## src/rtl/vga_timing_pkg.sv

```systemverilog
// vga_timing_pkg: 640x480@60 timing constants shared by the generator and pixel consumers
package vga_timing_pkg;

    // Width of the horizontal/vertical position counters and of DrawX/DrawY
    localparam int CNT_W = 10;

    // Horizontal timing in pixel clocks
    localparam int VGA_H_ACTIVE = 640;
    localparam int VGA_H_FP     = 16;
    localparam int VGA_H_SYNC   = 96;
    localparam int VGA_H_BP     = 48;

    // Vertical timing in lines
    localparam int VGA_V_ACTIVE = 480;
    localparam int VGA_V_FP     = 10;
    localparam int VGA_V_SYNC   = 2;
    localparam int VGA_V_BP     = 33;

    // Completed-frame counter width
    localparam int VGA_FCNT_W = 8;

    // Derived totals and sync windows (sync is low for START <= pos < END)
    localparam int VGA_H_TOT        = VGA_H_ACTIVE + VGA_H_FP + VGA_H_SYNC + VGA_H_BP;
    localparam int VGA_V_TOT        = VGA_V_ACTIVE + VGA_V_FP + VGA_V_SYNC + VGA_V_BP;
    localparam int VGA_H_SYNC_START = VGA_H_ACTIVE + VGA_H_FP;
    localparam int VGA_H_SYNC_END   = VGA_H_SYNC_START + VGA_H_SYNC;
    localparam int VGA_V_SYNC_START = VGA_V_ACTIVE + VGA_V_FP;
    localparam int VGA_V_SYNC_END   = VGA_V_SYNC_START + VGA_V_SYNC;

    // True when pos lies in the half-open window [lo, hi)
    function automatic logic inWindow(input logic [CNT_W-1:0] pos,
                                      input logic [CNT_W-1:0] lo,
                                      input logic [CNT_W-1:0] hi);
        return (pos >= lo) && (pos < hi);
    endfunction

endpackage

```

## src/rtl/vga_timing_gen.sv

```systemverilog
// vga_timing_gen: free-running VGA raster counters with registered sync, blank,
// position and frame-event outputs, all aligned one cycle behind the counters.
module vga_timing_gen
    import vga_timing_pkg::*;
#(
    parameter int H_ACTIVE = VGA_H_ACTIVE,
    parameter int H_FP     = VGA_H_FP,
    parameter int H_SYNC   = VGA_H_SYNC,
    parameter int H_BP     = VGA_H_BP,
    parameter int V_ACTIVE = VGA_V_ACTIVE,
    parameter int V_FP     = VGA_V_FP,
    parameter int V_SYNC   = VGA_V_SYNC,
    parameter int V_BP     = VGA_V_BP,
    parameter int FCNT_W   = VGA_FCNT_W
) (
    input  logic              vga_clk,
    input  logic              reset,
    output logic              hs,
    output logic              vs,
    output logic              blank,
    output logic [CNT_W-1:0]  DrawX,
    output logic [CNT_W-1:0]  DrawY,
    output logic              line_start,
    output logic              frame_start,
    output logic              vblank_start,
    output logic [FCNT_W-1:0] frame_cnt
);

    localparam logic [CNT_W-1:0] H_LAST   = CNT_W'(H_ACTIVE + H_FP + H_SYNC + H_BP - 1);
    localparam logic [CNT_W-1:0] V_LAST   = CNT_W'(V_ACTIVE + V_FP + V_SYNC + V_BP - 1);
    localparam logic [CNT_W-1:0] H_ACT_C  = CNT_W'(H_ACTIVE);
    localparam logic [CNT_W-1:0] V_ACT_C  = CNT_W'(V_ACTIVE);
    localparam logic [CNT_W-1:0] HS_START = CNT_W'(H_ACTIVE + H_FP);
    localparam logic [CNT_W-1:0] HS_END   = CNT_W'(H_ACTIVE + H_FP + H_SYNC);
    localparam logic [CNT_W-1:0] VS_START = CNT_W'(V_ACTIVE + V_FP);
    localparam logic [CNT_W-1:0] VS_END   = CNT_W'(V_ACTIVE + V_FP + V_SYNC);

    logic [CNT_W-1:0]  hc_q, hc_d;
    logic [CNT_W-1:0]  vc_q, vc_d;
    logic              hs_q, hs_d;
    logic              vs_q, vs_d;
    logic              blank_q, blank_d;
    logic [CNT_W-1:0]  drawX_q;
    logic [CNT_W-1:0]  drawY_q;
    logic              lineStart_q, lineStart_d;
    logic              frameStart_q, frameStart_d;
    logic              vblankStart_q, vblankStart_d;
    logic [FCNT_W-1:0] frameCnt_q, frameCnt_d;

    // Raster advance: hc wraps every line, vc steps (and wraps) only on that same cycle
    always_comb begin
        hc_d = hc_q + 1'b1;
        vc_d = vc_q;
        if (hc_q == H_LAST) begin
            hc_d = '0;
            vc_d = (vc_q == V_LAST) ? '0 : vc_q + 1'b1;
        end
    end

    // Decode of the current counter position; the frame count bumps only when the
    // outputs are about to go from the last raster position to the origin, so the
    // first frame after reset reports zero
    always_comb begin
        blank_d       = (hc_q < H_ACT_C) && (vc_q < V_ACT_C);
        hs_d          = !inWindow(hc_q, HS_START, HS_END);
        vs_d          = !inWindow(vc_q, VS_START, VS_END);
        lineStart_d   = (hc_q == '0);
        frameStart_d  = lineStart_d && (vc_q == '0);
        vblankStart_d = lineStart_d && (vc_q == V_ACT_C);
        frameCnt_d    = frameCnt_q;
        if (frameStart_d && (drawX_q == H_LAST) && (drawY_q == V_LAST)) begin
            frameCnt_d = frameCnt_q + 1'b1;
        end
    end

    // Position counters
    always_ff @(posedge vga_clk or posedge reset) begin
        if (reset) begin
            hc_q <= '0;
            vc_q <= '0;
        end else begin
            hc_q <= hc_d;
            vc_q <= vc_d;
        end
    end

    // Output registers, one cycle behind the counters and mutually aligned
    always_ff @(posedge vga_clk or posedge reset) begin
        if (reset) begin
            hs_q          <= 1'b1;
            vs_q          <= 1'b1;
            blank_q       <= 1'b0;
            drawX_q       <= '0;
            drawY_q       <= '0;
            lineStart_q   <= 1'b0;
            frameStart_q  <= 1'b0;
            vblankStart_q <= 1'b0;
            frameCnt_q    <= '0;
        end else begin
            hs_q          <= hs_d;
            vs_q          <= vs_d;
            blank_q       <= blank_d;
            drawX_q       <= hc_q;
            drawY_q       <= vc_q;
            lineStart_q   <= lineStart_d;
            frameStart_q  <= frameStart_d;
            vblankStart_q <= vblankStart_d;
            frameCnt_q    <= frameCnt_d;
        end
    end

    assign hs           = hs_q;
    assign vs           = vs_q;
    assign blank        = blank_q;
    assign DrawX        = drawX_q;
    assign DrawY        = drawY_q;
    assign line_start   = lineStart_q;
    assign frame_start  = frameStart_q;
    assign vblank_start = vblankStart_q;
    assign frame_cnt    = frameCnt_q;

endmodule

```

## config.mk

```make
export PLATFORM = sky130hd
export DESIGN_NAME = vga_timing_gen
export DESIGN_NICKNAME = d
export VERILOG_FILES = /design/src/rtl/vga_timing_pkg.sv /design/src/rtl/vga_timing_gen.sv
export SDC_FILE = /design/constraint.sdc
export NUM_CORES = 1
export LEC_CHECK = 0
export ABC_AREA = 1
export ABC_CLOCK_PERIOD_IN_PS = 1900
export BUFFER_PORTS_ARGS = -buffer_cell sky130_fd_sc_hd__buf_2
export CAP_MARGIN = 10
export CELL_PAD_IN_SITES_DETAIL_PLACEMENT = 1
export CELL_PAD_IN_SITES_GLOBAL_PLACEMENT = 1
export CORE_ASPECT_RATIO = 1.75
export CORE_MARGIN = 2
export CORE_UTILIZATION = 35
export DETAILED_ROUTE_END_ITERATION = 12
export PLACE_DENSITY = 0.78
export SLEW_MARGIN = 0
export SYNTH_ARGS = -nofsm -noshare
export SYNTH_HDL_FRONTEND = slang
export SYNTH_SLANG_ARGS = --single-unit
```

## constraint.sdc

```tcl
create_clock -name vga_clk -period 1.9 [get_ports vga_clk]
set_input_delay 0.285 -clock vga_clk [delete_from_list [all_inputs] [get_ports vga_clk]]
set_output_delay 0.285 -clock vga_clk [all_outputs]
set_load 0.01 [all_outputs]
```

# Word-level counts from Yosys, hierarchy flattened
# Cells that the tools add are included.
dict set report op_classes {
  addsub 3
  multipliers 0
  div_mod_pow 0
  order_cmp 6
  n_eq_ne 5
  shifts 0
  muxes 2
  n_bitwise 0
  n_reduce_logical 11
}
# cell n
set ops {}
lappend ops {{== test 10 bit, second input constant} 4}
lappend ops {{adder 10 x 1 -> 10 bit, second input constant} 2}
lappend ops {{logical NOT 10 bit} 2}
lappend ops {{less-than comparator 10 bit, second input constant} 2}
lappend ops {{less-than comparator 10 x 9 -> 1 bit, second input constant} 2}
lappend ops {{2-to-1 mux 10 bit} 2}
lappend ops {{== test 10 x 9 -> 1 bit, second input constant} 1}
lappend ops {{greater-or-equal comparator 10 bit, second input constant} 1}
lappend ops {{greater-or-equal comparator 10 x 9 -> 1 bit, second input constant} 1}
lappend ops {{adder 8 x 1 -> 8 bit, second input constant} 1}
lappend ops {{logical AND 1 bit} 7}
lappend ops {{logical NOT 1 bit} 2}
dict set report word_totals {
  reg_bits 54
  latchBits 0
  ram_bits 0
  rom_bits 0
  inputBits 2
  wordCells 38
  memories 0
}

# Depth between registers and ports, before layout
# Gate-level depths: netlist of run 1.
dict set report logic_depth {
  depth_word 4
  ltp_mapped 9
}

# Worst setup path after synthesis of run 1
# No wires, ideal clock.
dict set report synth_path {
  path_type {reg2reg}
  startpoint {reg vc_q[0]}
  endpoint {reg frameCnt_q[0] (netlist: frame_cnt[0])}
  arrival_ps 1309
  path_slack_ps 474
  stages_incl_launch_ff 10
  cell_sequence {dfrtp_1 -> inv_1 -> ha_1 -> nand2_1 -> inv_1 -> nand3_2 -> nor2_8 -> nand3_4 -> nand2_1 -> nand2_1}
}
dict set report synth_between {
  elab_chain_cells 4
}
# item line_no
set synth_rtl {}
lappend synth_rtl {{from (decl)} vga_timing_gen.sv:39} ;# logic [CNT_W-1:0] vc_q, vc_d;
lappend synth_rtl {{from (signal assigned)} vga_timing_gen.sv:83} ;# vc_q <= vc_d;
lappend synth_rtl {{logical NOT 10 bit} vga_timing_gen.sv:68} ;# frameStart_d = lineStart_d && (vc_q == '0);
lappend synth_rtl {{logical AND 1 bit} vga_timing_gen.sv:68}
lappend synth_rtl {{logical AND 1 bit (2 in series)} vga_timing_gen.sv:71} ;# if (frameStart_d && (drawX_q == H_LAST) && (drawY_q == V_LAST)) begin
lappend synth_rtl {{to (signal assigned)} vga_timing_gen.sv:108} ;# frameCnt_q <= frameCnt_d;
lappend synth_rtl {{to (decl)} vga_timing_gen.sv:48} ;# logic [FCNT_W-1:0] frameCnt_q, frameCnt_d;
# No other way between the ends.
# A chain may end at the register's enable or synchronous reset.

# Worst setup path in the final report of run 1
dict set report layout_path {
  startpoint {reg vc_q[0]}
  endpoint {reg frameCnt_q[4] (netlist: frame_cnt[4])}
}
# The elaborated chain is that of the path after synthesis.

==> impl_metrics.env, run 1 <==
export IMPL_drive_gt1_share_pct=19.1
export IMPL_final_nets=346
export IMPL_yosys_warnings=0
export IMPL_cp_arrival_ns=1.84
export IMPL_seq_area_frac_synth_pct=52.5
export IMPL_post_route_min_period_ns=1.65
export IMPL_synthArstFlopShare_pct=100
export IMPL_tightest_slew_ns=0.383
export IMPL_final_max_slew_viol_count=0
export IMPL_status="complete, no violations"
export IMPL_drc=0
export IMPL_grt_max_degree=55
export IMPL_cts_tree="done"
export IMPL_syn_nets=303
export IMPL_slew_headroom_pct=74.4
export IMPL_worstSetupPathType="flop to flop"
export IMPL_die_h_microns=118
export IMPL_port_buffers=35
export IMPL_cts_hold_buffers=0
export IMPL_vdd_drop_max_v=0.000349
export IMPL_synth_seq_cells=54
export IMPL_r2r_start="vc_q[0]"
export IMPL_grtUsageTotal_pct=18.6
export IMPL_finalClockSkew_ns=0.00409
export IMPL_coreArea_sq_mm=0.00718
export IMPL_fp_dieW_microns=68.9
export IMPL_synth_flop_cell="dfrtp_1"
export IMPL_grt_pass1_wl_microns=11100
export IMPL_syn_inst=296
export IMPL_drt_pass1_iter_count=4
export IMPL_p_leak_nw=1.59
export IMPL_power_density_mw_per_mm2=692
export IMPL_synth_edff_count=0
export IMPL_htree_levels=2
export IMPL_yosys_area_top_type="dfrtp_1"
export IMPL_syn_avg_cell_area_sq_um=8.71
export IMPL_crit_buf_inv=2
export IMPL_viasPerCell=4.89
export IMPL_crit_fanout=8
export IMPL_wl_per_cell_microns=15.5
export IMPL_total_power_mw=2.08
export IMPL_tns_ns=0
export IMPL_place_area_sq_mm=0.00287
export IMPL_overflow=0
export IMPL_start_kind="flop"
export IMPL_synth_area_sq_mm=0.00258
export IMPL_start_util_pct=35.9
export IMPL_cts_resized=0
export IMPL_final_area_sq_mm=0.00301
export IMPL_cts_buffers=5
export IMPL_synth_area_leaders="dfrtp_1 50%, nand2_1 9.9%, inv_1 5.8%"
export IMPL_first_iter_violations=119
export IMPL_max_freq_mhz=604
export IMPL_synthDominantCellAreaShare_pct=50.5
export IMPL_io_pins=36
export IMPL_num_vias=2085
export IMPL_synthToLayoutAreaGrowth_pct=16.7
export IMPL_root_buffer="clkbuf_16"
export IMPL_clkSlewWorstSetupHoldPaths_ns=0.07
export IMPL_fin_crit_sh_pct=87.1
export IMPL_cp_cell_sequence="inv_1, ha_1, nand2_1, inv_1, nand3_2, nor2_8, nand3_4, nand2_1, nand2_1"
export IMPL_place_hpwl_microns=5070
export IMPL_insertion_delay_ns=0.30
export IMPL_crit_start="vc_q[0]"
export IMPL_rsz0062_at_grt="false"
export IMPL_antenna_found_initial=0
export IMPL_cpMostUsedCell="nand2_1"
export IMPL_wl_microns=6620
export IMPL_die_area_sq_mm=0.00809
export IMPL_cts_max_path_buffers=2
export IMPL_worstSetupEndpointType="flop"
export IMPL_place_gp_congestion=0.821
export IMPL_synth_cell_type_count=28
export IMPL_antenna_cells=0
export IMPL_slowest_delay_ns=0.44
export IMPL_setup_viol_count_final=0
export IMPL_hold_viol=0
export IMPL_grt_pass1_vias=2323
export IMPL_ant_nets=0
export IMPL_hp_class="input port to async pin"
export IMPL_cap_violations=0
export IMPL_post_cts_buffers=0
export IMPL_rows=41
export IMPL_cts_sinks=54
export IMPL_slowest_stage="dfrtp_1"
export IMPL_crit_required_ns=2.09
export IMPL_cp_top_family="simple AND/OR/NAND/NOR gates"
-- stage by stage --
step / cells / utilization [%] / worst slack (ns) / hold WS (ns)
finish: 426 / 41.9 / 0.245 / 0.0224
global route: 426 / 41.9 / 0.0608 / 0.0559
CTS: 426 / 41.9 / 0.230 / 0.0400
detailed placement: 418 / 40.0 / 0.258 / 0.363
global placement: 418 / 40.0 / 0.342 / 0.354
floorplan: 296 / - / 0.304 / 0.374
-- placed cells by master, fill, tap and decap left out, drive strengths merged --
cell,n
xnor2,1
nand2,70
dfrtp,52
inv,44
nor2,47
ha,5
nor4,1
buf,38
clkbuf,8
nand3,22
nor3,10
o21ai,10
nand4,16
xor2,8
a31oi,1
dfstp,2
a21oi,3
nand3b,2
-- worst paths after layout --
kind / to / slack [ns] / cells past startpoint
setup reg to reg: frame_cnt[4] / 0.25 / 9
min in group vga_clk: DrawX[1] / 0.44 / 0
hold reg to reg: DrawX[1] / 0.44 / 0
max in group asynchronous: vs / 1.57 / 3
hold / removal: frame_cnt[7] / 0.02 / 3
setup / recovery: frame_cnt[4] / 0.25 / 9
-- flip-flops by register name, summed over array words and instances (netlist names) --
register      cells
vc_q             10
hc_q             10
frame_cnt         8
DrawY            10
DrawX            10
frame_start       1
vs                1
vblank_start      1
line_start        1
hs                1
blank             1
-- worst min-delay path, stage by stage --
cell and delay [ns]:
buf_2 0.10, inv_2 0.06, buf_12 0.26
-- metal layers --
| layer | up-vias | share of wire, % | GRT usage [%] |
|---|---|---|---|
| met5 | - | 0 | 0 |
| li1 | 1018 | - | - |
| met4 | 0 | 3.2 | 8.58 |
| met3 | 12 | 2.6 | 4.02 |
| met1 | 1023 | 37 | 19.6 |
| met2 | 32 | 58 | 33.2 |
-- power by group --
group | switching (mW) | total, mW | leakage (nW) | internal (mW)
combinational | 0.0228 | 0.0282 | 0.809 | 0.00533
clock | 0.414 | 0.906 | 0.0652 | 0.492
sequential | 0 | 1.15 | 0.718 | 1.15
total | 0.437 | 2.08 | 1.59 | 1.65
-- area by class of cell --
type                            instances  area [sq um]
Fill cell                             887          4170
Sequential cell                        54          1350
Multi-Input combinational cell        196          1040
Timing Repair Buffer                   38           210
Inverter                               44           165
Clock buffer                            8           136
Tap cell                               86           108
-- cell usage after synthesis, types with 3 or more instances --
cell	count
ha_1	5
nand3_1	18
nor3_1	8
nand2_1	68
a21oi_1	3
inv_1	40
o21ai_0	8
nand4_1	16
inv_2	4
nor2_1	40
xor2_1	8
nor2_2	4
dfrtp_1	52
-- logic make-up after synthesis --
logic type	share of synthesized area, %
AO/OA/AOI/OAI	2.77
XOR/XNOR	3.06
AND/OR/NAND/NOR	31.9
buffers and inverters	7.28
flip-flops	52.5
adder cells (fa/ha/maj)	2.43
Note: power is estimated with default switching activity, not from simulation.
==> run 2, diff against run 1 <==
- ABC_CLOCK_PERIOD_IN_PS: 1900 -> 1550
- clock period: 1.9 -> 1.55 ns (I/O delays scaled with it)
==> run 2 against run 1 <==
Sequential power rose by 23%. First-iteration DRC count fell by 3.4%. Combinational power rose by 29%. Global-route usage rose by 0.46 points. Worst hold slack improved by 0.44 ns. Count of clock-buffer cells in the layout fell by 3.
==> impl_metrics.env, run 2 (synthesized netlist as in run 1, its figures left out) <==
export IMPL_status="complete, no violations"
export IMPL_start_kind="flop"
export IMPL_cts_sinks=54
export IMPL_hold_start="hc_q[6]"
export IMPL_port_buffers=35
export IMPL_finalClockSkew_ns=0.00496
export IMPL_num_vias=2309
export IMPL_hold_viol=0
export IMPL_die_h_microns=118
export IMPL_p_sw_share_pct=20.8
export IMPL_p_int_mw=2.01
export IMPL_vdd_drop_max_v=0.000371
export IMPL_cts_buffers=5
export IMPL_slew_headroom_pct=79.6
export IMPL_worstSetupEndpointType="flop"
export IMPL_first_iter_violations=115
export IMPL_fin_cells=449
export IMPL_mostFrequentLayoutCell="nand2_1"
export IMPL_crit_fanout=4
export IMPL_dp_cells=438
export IMPL_rrSetupSlack_ns=0.06
export IMPL_fin_crit_sh_pct=95.9
export IMPL_antenna_found_initial=0
export IMPL_cp_arrival_ns=1.71
export IMPL_wl_per_cell_microns=16.2
export IMPL_grt_max_degree=55
export IMPL_max_freq_mhz=673
export IMPL_cap_violations=0
export IMPL_r2r_end="vc_q[5]"
export IMPL_rows=41
export IMPL_start_util_pct=35.9
export IMPL_combPwrFrac_pct=1.4
export IMPL_cts_tree="done"
export IMPL_post_route_min_period_ns=1.49
export IMPL_rsz0062_at_grt="false"
export IMPL_drc=0
export IMPL_layout_common_cells="67 x nand2_1, 47 x dfrtp_1, 35 x inv_1, 35 x nor2_1, 35 x buf_2"
export IMPL_coreArea_sq_mm=0.00718
export IMPL_final_nets=370
export IMPL_drt_pass1_iter_count=4
export IMPL_r2r_cells=7
export IMPL_wl_microns=7290
export IMPL_clkPwrFrac_pct=43.0
export IMPL_overflow=0
export IMPL_viasPerCell=5.14
export IMPL_tightest_slew_ns=0.304
export IMPL_setup_viol_count_final=0
export IMPL_antenna_cells=0
export IMPL_p_leak_nw=1.71
export IMPL_hold_end="DrawX[6]"
export IMPL_hold_depth=0
export IMPL_io_pins=36
export IMPL_power_density_mw_per_mm2=776
export IMPL_synthToLayoutAreaGrowth_pct=26.8
export IMPL_insertion_delay_ns=0.29
export IMPL_hp_class="flop to flop"
export IMPL_tns_ns=0
export IMPL_grtUsageTotal_pct=19.0
export IMPL_die_area_sq_mm=0.00809
export IMPL_clkSlewWorstSetupHoldPaths_ns=0.07
export IMPL_fillCellCount=877
export IMPL_ant_nets=0
export IMPL_regArea_sq_mm=0.00136
export IMPL_final_max_slew_viol_count=0
export IMPL_crit_required_ns=1.77
export IMPL_r2r_start="hc_q[6]"
export IMPL_place_gp_congestion=0.824
export IMPL_grt_pass1_vias=2513
export IMPL_drive_gt1_share_pct=30.0
export IMPL_multi_input_area_sq_mm=0.00110
export IMPL_cts_max_path_buffers=2
export IMPL_fp_dieW_microns=68.9
export IMPL_grt_pass1_wl_microns=11600
export IMPL_place_hpwl_microns=5370
export IMPL_htree_levels=2
export IMPL_p_switching_mw=0.528
export IMPL_root_buffer="clkbuf_16"
export IMPL_worstSetupPathType="flop to flop"
export IMPL_p_seq_share_pct=55.6
run 2: changes by cell type in the layout (fill, tap and decap cells not counted), moves of 2 or more:
cell / before / now
clkinvlp_4: 0 / 2
inv_1: 39 / 35
ha_4: 0 / 2
nor2_2: 4 / 9
dfrtp_2: 0 / 5
inv_2: 5 / 9
ha_1: 5 / 2
nand3_4: 2 / 4
dfrtp_1: 52 / 47
buf_4: 2 / 24
clkbuf_1: 3 / 0
nor2_1: 40 / 35
run 2: metrics by stage:
step | total power [mW] | hold WS, ns | util, % | instance area [sq um] | setup WS, ns
6_report | 2.53 | 0.466 | 45.5 | 3270 | 0.0630
5_1_grt | 2.62 | 0.476 | 45.5 | 3270 | 0.00188
4_1_cts | 2.56 | 0.454 | 44.2 | 3180 | 0.000783
3_5_place_dp | 1.47 | 0.309 | 42.1 | 3020 | 0.00914
3_3_place_gp | 1.47 | 0.300 | 42.1 | 3020 | 0.0756
2_1_floorplan | 1.46 | 0.374 | - | 2580 | 0.00623
run 2: worst max-delay path by stage:
stage / to / slack (ns) / startpoint
2_1_floorplan: DrawX[0] / 0.006 / reset
3_3_place_gp: vc_q[3] / 0.08 / hc_q[0]
3_5_place_dp: vc_q[3] / 0.009 / hc_q[0]
4_1_cts: vc_q[5] / 0.0008 / hc_q[0]
5_1_grt: frame_cnt[0] / 0.002 / hc_q[0]
6_report: vc_q[5] / 0.06 / hc_q[6]
run 2: repair_timing:
item | 4_1_cts | 5_1_grt
setup endpoints to repair | 3 | 17
pin swaps | 1 | 8
setup buffers | 0 | 3
hold buffers | 1 | 0
hold endpoints to repair | 33 | 0
gates resized for setup | 1 | 23
run 2: layout make-up:
| type | instances | area share, % |
|---|---|---|
| Clock inverter | 2 | 0.459 |
| Timing Repair Buffer | 62 | 12.1 |
| Clock buffer | 5 | 3.83 |
| Multi-Input combinational cell | 196 | 33.6 |
| Inverter | 44 | 5.05 |
| Tap cell | 86 | 3.29 |
| Sequential cell | 54 | 41.6 |
run 2: per-layer routing:
| layer | global-route usage (%) | part of all wire [%] | vias up |
|---|---|---|---|
| li1 | - | - | 1074 |
| met1 | 17.4 | 34 | 1158 |
| met2 | 37.5 | 59 | 56 |
| met3 | 2.68 | 2.7 | 21 |
| met4 | 8.70 | 3.9 | 0 |
| met5 | 0 | 0 | - |
run 2: power groups by stage:
| stage | logic [mW] | clock network [mW] | registers (mW) |
|---|---|---|---|
| after floorplan | 0.0205 | 0 | 1.44 |
| after global placement | 0.0361 | 0 | 1.44 |
| after detailed placement | 0.0374 | 0 | 1.44 |
| after CTS | 0.0393 | 1.12 | 1.41 |
| after global routing | 0.0428 | 1.17 | 1.41 |
| final | 0.0365 | 1.09 | 1.41 |
run 2: worst max-delay path: stages (launching register included):
cell and delay, ns:
dfrtp_1 0.42, inv_1 0.12, nand2_1 0.13, nor2_1 0.15, nand4_1 0.23, nor2_1 0.19
nor2_1 0.07, nor2_1 0.11
